--- src/rtl/resource_pool_manager.sv ---
// rtl/resource_pool_manager.sv - NUM_RES saturating resource counters with consume/refill requests and periodic regeneration
//
// Ports:
//   clk, reset                    rising-edge clock, synchronous active-high reset
//   req_valid/req_ready           request handshake (ready only in IDLE)
//   req_op, req_id, req_amount    0 = consume / 1 = refill, target channel, amount
//   rsp_valid                     one-cycle response strobe
//   rsp_ok, rsp_level             outcome and final target level, held until the next response
//   regen_en                      enables the periodic +1 regeneration tick
//   level                         all channel levels, channel i at [i*WIDTH +: WIDTH]
//   empty                         per-channel zero flags
module resource_pool_manager #(
    parameter int                 NUM_RES      = 3,
    parameter int                 WIDTH        = 8,
    parameter int                 ID_W         = 2,
    parameter logic [WIDTH-1:0]   INIT_LEVEL   = {WIDTH{1'b1}},
    parameter int                 REGEN_PERIOD = 0
) (
    input  logic                     clk,
    input  logic                     reset,
    input  logic                     req_valid,
    output logic                     req_ready,
    input  logic                     req_op,
    input  logic [ID_W-1:0]          req_id,
    input  logic [WIDTH-1:0]         req_amount,
    output logic                     rsp_valid,
    output logic                     rsp_ok,
    output logic [WIDTH-1:0]         rsp_level,
    input  logic                     regen_en,
    output logic [NUM_RES*WIDTH-1:0] level,
    output logic [NUM_RES-1:0]       empty
);

    localparam logic [WIDTH-1:0] MAX_LEVEL = {WIDTH{1'b1}};
    localparam int               CNT_W     = (REGEN_PERIOD > 1) ? $clog2(REGEN_PERIOD) : 1;

    typedef enum logic [1:0] {
        S_IDLE,
        S_EXEC,
        S_RESP
    } state_t;

    state_t             state_q, state_d;
    logic               op_q, op_d;
    logic [ID_W-1:0]    id_q, id_d;
    logic [WIDTH-1:0]   amt_q, amt_d;
    logic [WIDTH-1:0]   level_q [NUM_RES];
    logic [WIDTH-1:0]   level_d [NUM_RES];
    logic               rsp_ok_q, rsp_ok_d;
    logic [WIDTH-1:0]   rsp_level_q, rsp_level_d;
    logic [CNT_W-1:0]   cnt_q, cnt_d;

    logic               tick;
    logic               id_valid;
    logic [WIDTH-1:0]   cur_level;
    logic [WIDTH:0]     sum;
    logic [WIDTH-1:0]   result;
    logic               result_ok;
    logic [WIDTH-1:0]   result_final;

    function automatic logic [WIDTH-1:0] sat_inc(input logic [WIDTH-1:0] x);
        return (x == MAX_LEVEL) ? MAX_LEVEL : x + 1'b1;
    endfunction

    // Regeneration counter: runs 0..REGEN_PERIOD-1 while enabled, tick on the last count.
    always_comb begin
        tick  = 1'b0;
        cnt_d = '0;
        if (REGEN_PERIOD > 0 && regen_en) begin
            if (cnt_q == CNT_W'(REGEN_PERIOD - 1)) begin
                tick = 1'b1;
            end else begin
                cnt_d = cnt_q + 1'b1;
            end
        end
    end

    // Request evaluation against the pre-tick level of the captured channel.
    always_comb begin
        id_valid  = (int'(id_q) < NUM_RES);
        cur_level = '0;
        for (int i = 0; i < NUM_RES; i++) begin
            if (id_q == ID_W'(i)) begin
                cur_level = level_q[i];
            end
        end
        sum       = {1'b0, cur_level} + {1'b0, amt_q};
        result    = cur_level;
        result_ok = 1'b0;
        if (op_q) begin
            result_ok = ~sum[WIDTH];
            result    = sum[WIDTH] ? MAX_LEVEL : sum[WIDTH-1:0];
        end else if (amt_q <= cur_level) begin
            result_ok = 1'b1;
            result    = cur_level - amt_q;
        end
        // A coincident tick lands on top of the request result.
        result_final = tick ? sat_inc(result) : result;
    end

    always_comb begin
        state_d     = state_q;
        op_d        = op_q;
        id_d        = id_q;
        amt_d       = amt_q;
        rsp_ok_d    = rsp_ok_q;
        rsp_level_d = rsp_level_q;
        for (int i = 0; i < NUM_RES; i++) begin
            level_d[i] = tick ? sat_inc(level_q[i]) : level_q[i];
        end

        case (state_q)
            S_IDLE: begin
                if (req_valid) begin
                    op_d    = req_op;
                    id_d    = req_id;
                    amt_d   = req_amount;
                    state_d = S_EXEC;
                end
            end
            S_EXEC: begin
                if (id_valid) begin
                    for (int i = 0; i < NUM_RES; i++) begin
                        if (id_q == ID_W'(i)) begin
                            level_d[i] = result_final;
                        end
                    end
                    rsp_ok_d    = result_ok;
                    rsp_level_d = result_final;
                end else begin
                    rsp_ok_d    = 1'b0;
                    rsp_level_d = '0;
                end
                state_d = S_RESP;
            end
            S_RESP: begin
                state_d = S_IDLE;
            end
            default: begin
                state_d = S_IDLE;
            end
        endcase
    end

    always_ff @(posedge clk) begin
        if (reset) begin
            state_q     <= S_IDLE;
            op_q        <= 1'b0;
            id_q        <= '0;
            amt_q       <= '0;
            rsp_ok_q    <= 1'b0;
            rsp_level_q <= '0;
            cnt_q       <= '0;
            for (int i = 0; i < NUM_RES; i++) begin
                level_q[i] <= INIT_LEVEL;
            end
        end else begin
            state_q     <= state_d;
            op_q        <= op_d;
            id_q        <= id_d;
            amt_q       <= amt_d;
            rsp_ok_q    <= rsp_ok_d;
            rsp_level_q <= rsp_level_d;
            cnt_q       <= cnt_d;
            for (int i = 0; i < NUM_RES; i++) begin
                level_q[i] <= level_d[i];
            end
        end
    end

    assign req_ready = (state_q == S_IDLE);
    assign rsp_valid = (state_q == S_RESP);
    assign rsp_ok    = rsp_ok_q;
    assign rsp_level = rsp_level_q;

    for (genvar g = 0; g < NUM_RES; g++) begin : g_out
        assign level[g*WIDTH +: WIDTH] = level_q[g];
        assign empty[g]                = (level_q[g] == '0);
    end

endmodule

--- config.mk ---
export PLATFORM = sky130hd
export DESIGN_NAME = resource_pool_manager
export DESIGN_NICKNAME = d
export VERILOG_FILES = /design/src/rtl/resource_pool_manager.sv
export SDC_FILE = /design/constraint.sdc
export NUM_CORES = 1
export LEC_CHECK = 0
export ABC_AREA = 1
export ABC_CLOCK_PERIOD_IN_PS = 4100
export CAP_MARGIN = 20
export CORE_UTILIZATION = 59
export CTS_BUF_LIST = sky130_fd_sc_hd__clkbuf_2
export DETAILED_ROUTE_END_ITERATION = 6
export PLACE_DENSITY = 0.91
export SKIP_CTS_REPAIR_TIMING = 1
export SYNTH_ARGS = -nofsm -noshare
export SYNTH_HDL_FRONTEND = slang
export SYNTH_SLANG_ARGS = --single-unit
export TNS_END_PERCENT = 100
--- constraint.sdc ---
create_clock -name clk -period 4.1 [get_ports clk]
set_input_delay 0.82 -clock clk [delete_from_list [all_inputs] [get_ports clk]]
set_output_delay 0.82 -clock clk [all_outputs]
set_load 0.02 [all_outputs]
* Word level (Yosys, flattened, before mapping)
Memories as Yosys holds them, arrays and structs flattened. Cells that the tools add are included.
Operators by class: equal/unequal tests 5, order comparisons 2, $add $sub $neg 2, reductions and logical operators 6, mux-type cells 23, bitwise gates (word level) 4
Operator list (number):
- 2-to-1 mux 8 bit | 13
- 2-to-1 mux 24 bit | 2
- logical NOT 8 bit | 3
- adder 8 x 8 -> 9 bit | 1
- less-or-equal comparator 8 bit | 1
- subtractor 8 bit | 1
- 2-to-1 mux 1 bit | 6
- == test 2 x 1 -> 1 bit, second input constant | 2
- == test 2 bit, second input constant | 2
- logical NOT 2 bit | 2
- case mux 2 bit (2 select lines) | 1
- bitwise OR 1 bit | 3
- less-than comparator 2 bit, second input constant | 1
- 2-to-1 mux 2 bit | 1
- inequality test 2 bit, second input constant | 1
- AND reduction 2 bit | 1
- inverter 1 bit | 1
Storage, ports and cells: input port bits 15, memory bits (writable) 24, output and inout port bits 38, logic and storage cells 49, memories 1, bits in registers 22
Memory list:
- level_q | depth 3, bits a word 8, rd ports 3, clocked after Yosys merged registers in 0, wr ports 3, line 47 | logic [WIDTH-1:0] level_q [NUM_RES];

* Depth between registers and ports, before layout
word-level depth 11, gate-level depth with buffers 19, gate-level depth less buffers 19

* Worst setup path before layout
No wires, ideal clock.
kind reg-to-output, start memory level_q[1][2] (netlist: level_q[0][10]), end output port empty[1], slack 1.746 ns, arrival 1.534 ns, stages on the path, launching flop included 3, path buffers 0, required time 3.280 ns, cell sequence dfxtp_1 or4_1 nor4_1
RTL lines:
- start: declaration | line 47
- end: declaration | line 31 | output logic [NUM_RES-1:0] empty

==> metrics list <==
- After the flow finishes, the layout carries non-filler instances totaling 553.
- Clock-pin slew was measured on the worst setup and hold paths at 230 ps.
- Final clock skew: 9.57 ps
* Max Buffers Root-to-Sink: 2
- Register-to-register setup slack: 1220 ps
* Yosys top cell area share: 0.312
* Sum of net half-perimeters after detailed placement: 6.35 mm
- Summed over all failing endpoints, the final setup total negative slack is 0 ps.
* Cell type with the largest total area after synthesis: sky130_fd_sc_hd__dfxtp_1
- Per-cell via count in the routed design: 5.63
* Slew at the pin with the worst max-slew slack: 699 ps
* Main combinational cell family by area after synthesis: simple AND/OR/NAND/NOR gates
* Area share of and/or/nand/nor cells after synthesis: 0.356
- Number of ports placed on the die boundary: 53
* Number of H-tree levels: 2
* R2r startpoint: id_q[0]
- The via count of the first global-routing pass is 2,962.
- Entering global routing, the biggest net connects 37 pins.
- Number of instances in the synthesized netlist: 437
* Net count, final: 518
- Clock tree root buffer cell: sky130_fd_sc_hd__clkbuf_2
- Number of detailed-route iterations in the first pass: 5
- Maxcap violations: 0
- By area the synthesized netlist is led by sky130_fd_sc_hd__dfxtp_1, sky130_fd_sc_hd__nand2_1, sky130_fd_sc_hd__a21oi_1, sky130_fd_sc_hd__nand3_1, sky130_fd_sc_hd__ha_1.
- Across all hold checks on the routed design, the worst slack comes to 482 ps.
- GRT Residual Overflow: 0
* WP data arrival: 2160 ps
- The detailed router finished its first iteration with 212 violations.
* Remaining antenna violation count after routing: 0
- Mean routed wirelength per cell: 15.1 µm
* Capturing point of the worst reg2reg path: rsp_level[5]
- Synthesized area per cell: 6.76 µm²
* Post-route DRC violation count: 0
- Setup violations remaining at the end of the flow were counted as 0.
- Core area: 4790 µm²
- Initial cell density of the core: 0.618
- For the finished layout, the period the worst path requires is 2980 ps.
* Path category of the worst min-delay check: reg -> reg
- Net count after synthesis: 470
* Count of antenna diodes in the layout: 0
- Routability congestion estimate from global placement: 0.934
- The floorplan step defined a die boundary enclosing 5300 µm².
* Hold depth: 2
- The final count of pins violating max slew came to 0.
- Critical path start-end classification: reg -> out
- Post-route core utilization: 0.741
* Most common cell after layout, fill and taps aside: sky130_fd_sc_hd__nand2_1
- Of the cells placed in the final design, the portion with a size suffix greater than 1 is 0.103.
* Dpl ws: 1300 ps
- The initial antenna violation count is 0.
- For this design, the sink count on the clock tree is 46.
* Clock tree from TritonCTS: yes
- The hold violation count in the final report came to 0.
* Post-synthesis sequential element count: 46
- After synthesis, the share of cell area in mux cells is 0.
* Routed wire length: 8.32 mm
- Row generation in the floorplan step produced 25 rows.
- Die Width: 72.8 µm
- The worst setup path is captured at an output pin.
- Unrepaired setup endpoints after global routing: false
- Number of fillers in the final layout: 375
- Measured against its own limit, the worst slew margin works out to 0.533.
* Critical path startpoint category: flip-flop
* CTS buffer count: 5
- Timing would allow up to 0.335 GHz.
- The flow ran to the end, and the final reports show no timing, DRC or antenna violations.
* Cell area after synthesis: 2960 µm²
* Power per unit of standard cell area: 365 nW/µm²
- The worst hold path terminates at rsp_level[7].
* Yosys synthesis warning count: 0
- IR analysis of the VDD net gives a maximum drop of 199 µV.
- Compound-gate portion of the synthesized area: 0.150
- Detailed routing inserted a total of 3,115 vias.
* Biggest fanout along the worst timing path: 4
* Clock latency reported for the late side of the worst-skew pair: 410 ps
- Xor/xnor cell area share of the yosys netlist: 0.00889
- After detailed placement, the design holds a cell count of 545.
- The library cells used most frequently in the layout, excluding fill and tap cells, are sky130_fd_sc_hd__nand2_1, sky130_fd_sc_hd__clkdlybuf4s50_1, sky130_fd_sc_hd__a21oi_1.
* Port Buffers: 51
- The worst register-to-register path has a depth of 17.
- Of the synthesized area, sequential elements account for 0.312.
* Min-Delay Startpoint: rsp_level[7]
- Chip Height: 72.8 µm
- For the worst setup path, the data required time is 3280 ps.
- Of the available clock period, the critical path in the final layout requires 0.727.
* Yosys cell types: 41
* All-Layer GR Usage: 0.331
* Leakage: 1.55 nW
- Minimum setup slack in the final design: 1120 ps
* Area growth from synthesis to layout: 20.0%
- The first global-routing pass estimated 13.3 mm of wire.
- Adder-cell share of the synthesized area: 0.0813
[cell families after synthesis]
kind of cell             Yosys count
AND/OR/NAND/NOR                  222
AO/OA/AOI/OAI                     80
buffers and inverters             68
flip-flops                        46
adder cells (fa/ha/maj)           18
XOR/XNOR                           3
[worst max-delay path: stages (launching register included)]
cell,delay (ps)
sky130_fd_sc_hd__dfxtp_1,390
sky130_fd_sc_hd__or4_1,510
sky130_fd_sc_hd__nor4_1,200
sky130_fd_sc_hd__clkdlybuf4s50_1,650
[worst max-delay path by stage]
stage	endpoint	from	cells after the start	slack (ps)
global placement	level_q[0][19]	id_q[0]	15	1360
floorplan	empty[1]	level_q[0][10]	2	1750
global route	level_q[0][19]	id_q[0]	15	990
CTS	empty[1]	level_q[0][10]	3	1090
finish	empty[1]	level_q[0][10]	3	1120
detailed placement	rsp_level[5]	id_q[0]	17	1300
[metal layers]
metal | vias up | GRT usage | share of wire
met3 | 28 | 0.0608 | 0.076
li1 | 1525 | - | -
met1 | 1419 | 0.419 | 0.41
met5 | - | 0 | 0
met4 | 0 | 0.157 | 0.036
met2 | 143 | 0.545 | 0.47
[per-stage QoR]
step / total power, mW / area [µm²]
2_1_floorplan: 0.929 / 2960
3_3_place_gp: 1.07 / 3500
3_5_place_dp: 1.10 / 3500
4_1_cts: 1.28 / 3550
5_1_grt: 1.37 / 3550
6_report: 1.29 / 3550
[Yosys cell counts]
cell and n:
sky130_fd_sc_hd__a21oi_1 50, sky130_fd_sc_hd__and2_1 2, sky130_fd_sc_hd__clkbuf_1 8, sky130_fd_sc_hd__nand4_2 2, sky130_fd_sc_hd__buf_2 1, sky130_fd_sc_hd__nand2_1 117, sky130_fd_sc_hd__nand3b_1 1, sky130_fd_sc_hd__xnor2_1 1
sky130_fd_sc_hd__o21ai_0 12, sky130_fd_sc_hd__buf_4 1, sky130_fd_sc_hd__inv_1 44, sky130_fd_sc_hd__or4_1 1, sky130_fd_sc_hd__inv_2 11, sky130_fd_sc_hd__inv_6 1, sky130_fd_sc_hd__nand3_4 1, sky130_fd_sc_hd__nand2_2 10
sky130_fd_sc_hd__nor2_2 4, sky130_fd_sc_hd__or2_2 1, sky130_fd_sc_hd__nor2_1 19, sky130_fd_sc_hd__and3_1 1, sky130_fd_sc_hd__o21bai_1 2, sky130_fd_sc_hd__nand3b_2 1, sky130_fd_sc_hd__dfxtp_1 46, sky130_fd_sc_hd__xor2_1 2
sky130_fd_sc_hd__clkinv_1 1, sky130_fd_sc_hd__a21oi_4 2, sky130_fd_sc_hd__o21ai_1 7, sky130_fd_sc_hd__nor3_1 2, sky130_fd_sc_hd__or2_4 1, sky130_fd_sc_hd__a21oi_2 1, sky130_fd_sc_hd__nand3_1 45, sky130_fd_sc_hd__or2_1 1
sky130_fd_sc_hd__fa_1 2, sky130_fd_sc_hd__buf_6 1, sky130_fd_sc_hd__ha_1 16, sky130_fd_sc_hd__o211ai_1 4, sky130_fd_sc_hd__o22ai_1 2, sky130_fd_sc_hd__nand4_1 2, sky130_fd_sc_hd__nor4_1 4, sky130_fd_sc_hd__nand3_2 6
sky130_fd_sc_hd__nor2_4 1
[state kept, by name, indices dropped and copies added, names as in the netlist]
name       cells
level_q       24
amt_q          8
rsp_ok         1
state_q        2
op_q           1
id_q           2
rsp_level      8
[final cells by class]
class	count	area, µm²	share of cell area
Timing Repair Buffer	52	518	0.146
Sequential cell	46	921	0.260
Tap cell	67	83.8	0.0236
Clock inverter	2	12.5	0.00353
Multi-Input combinational cell	323	1760	0.497
Clock buffer	6	30.0	0.00847
Inverter	57	219	0.0618
[where the power goes]
group,switching (mW),internal [mW]
Clock,0.146,0.0453
Sequential,0.0274,0.477
Combinational,0.394,0.203
Total,0.568,0.726
Power figures use the tool's default switching activity.
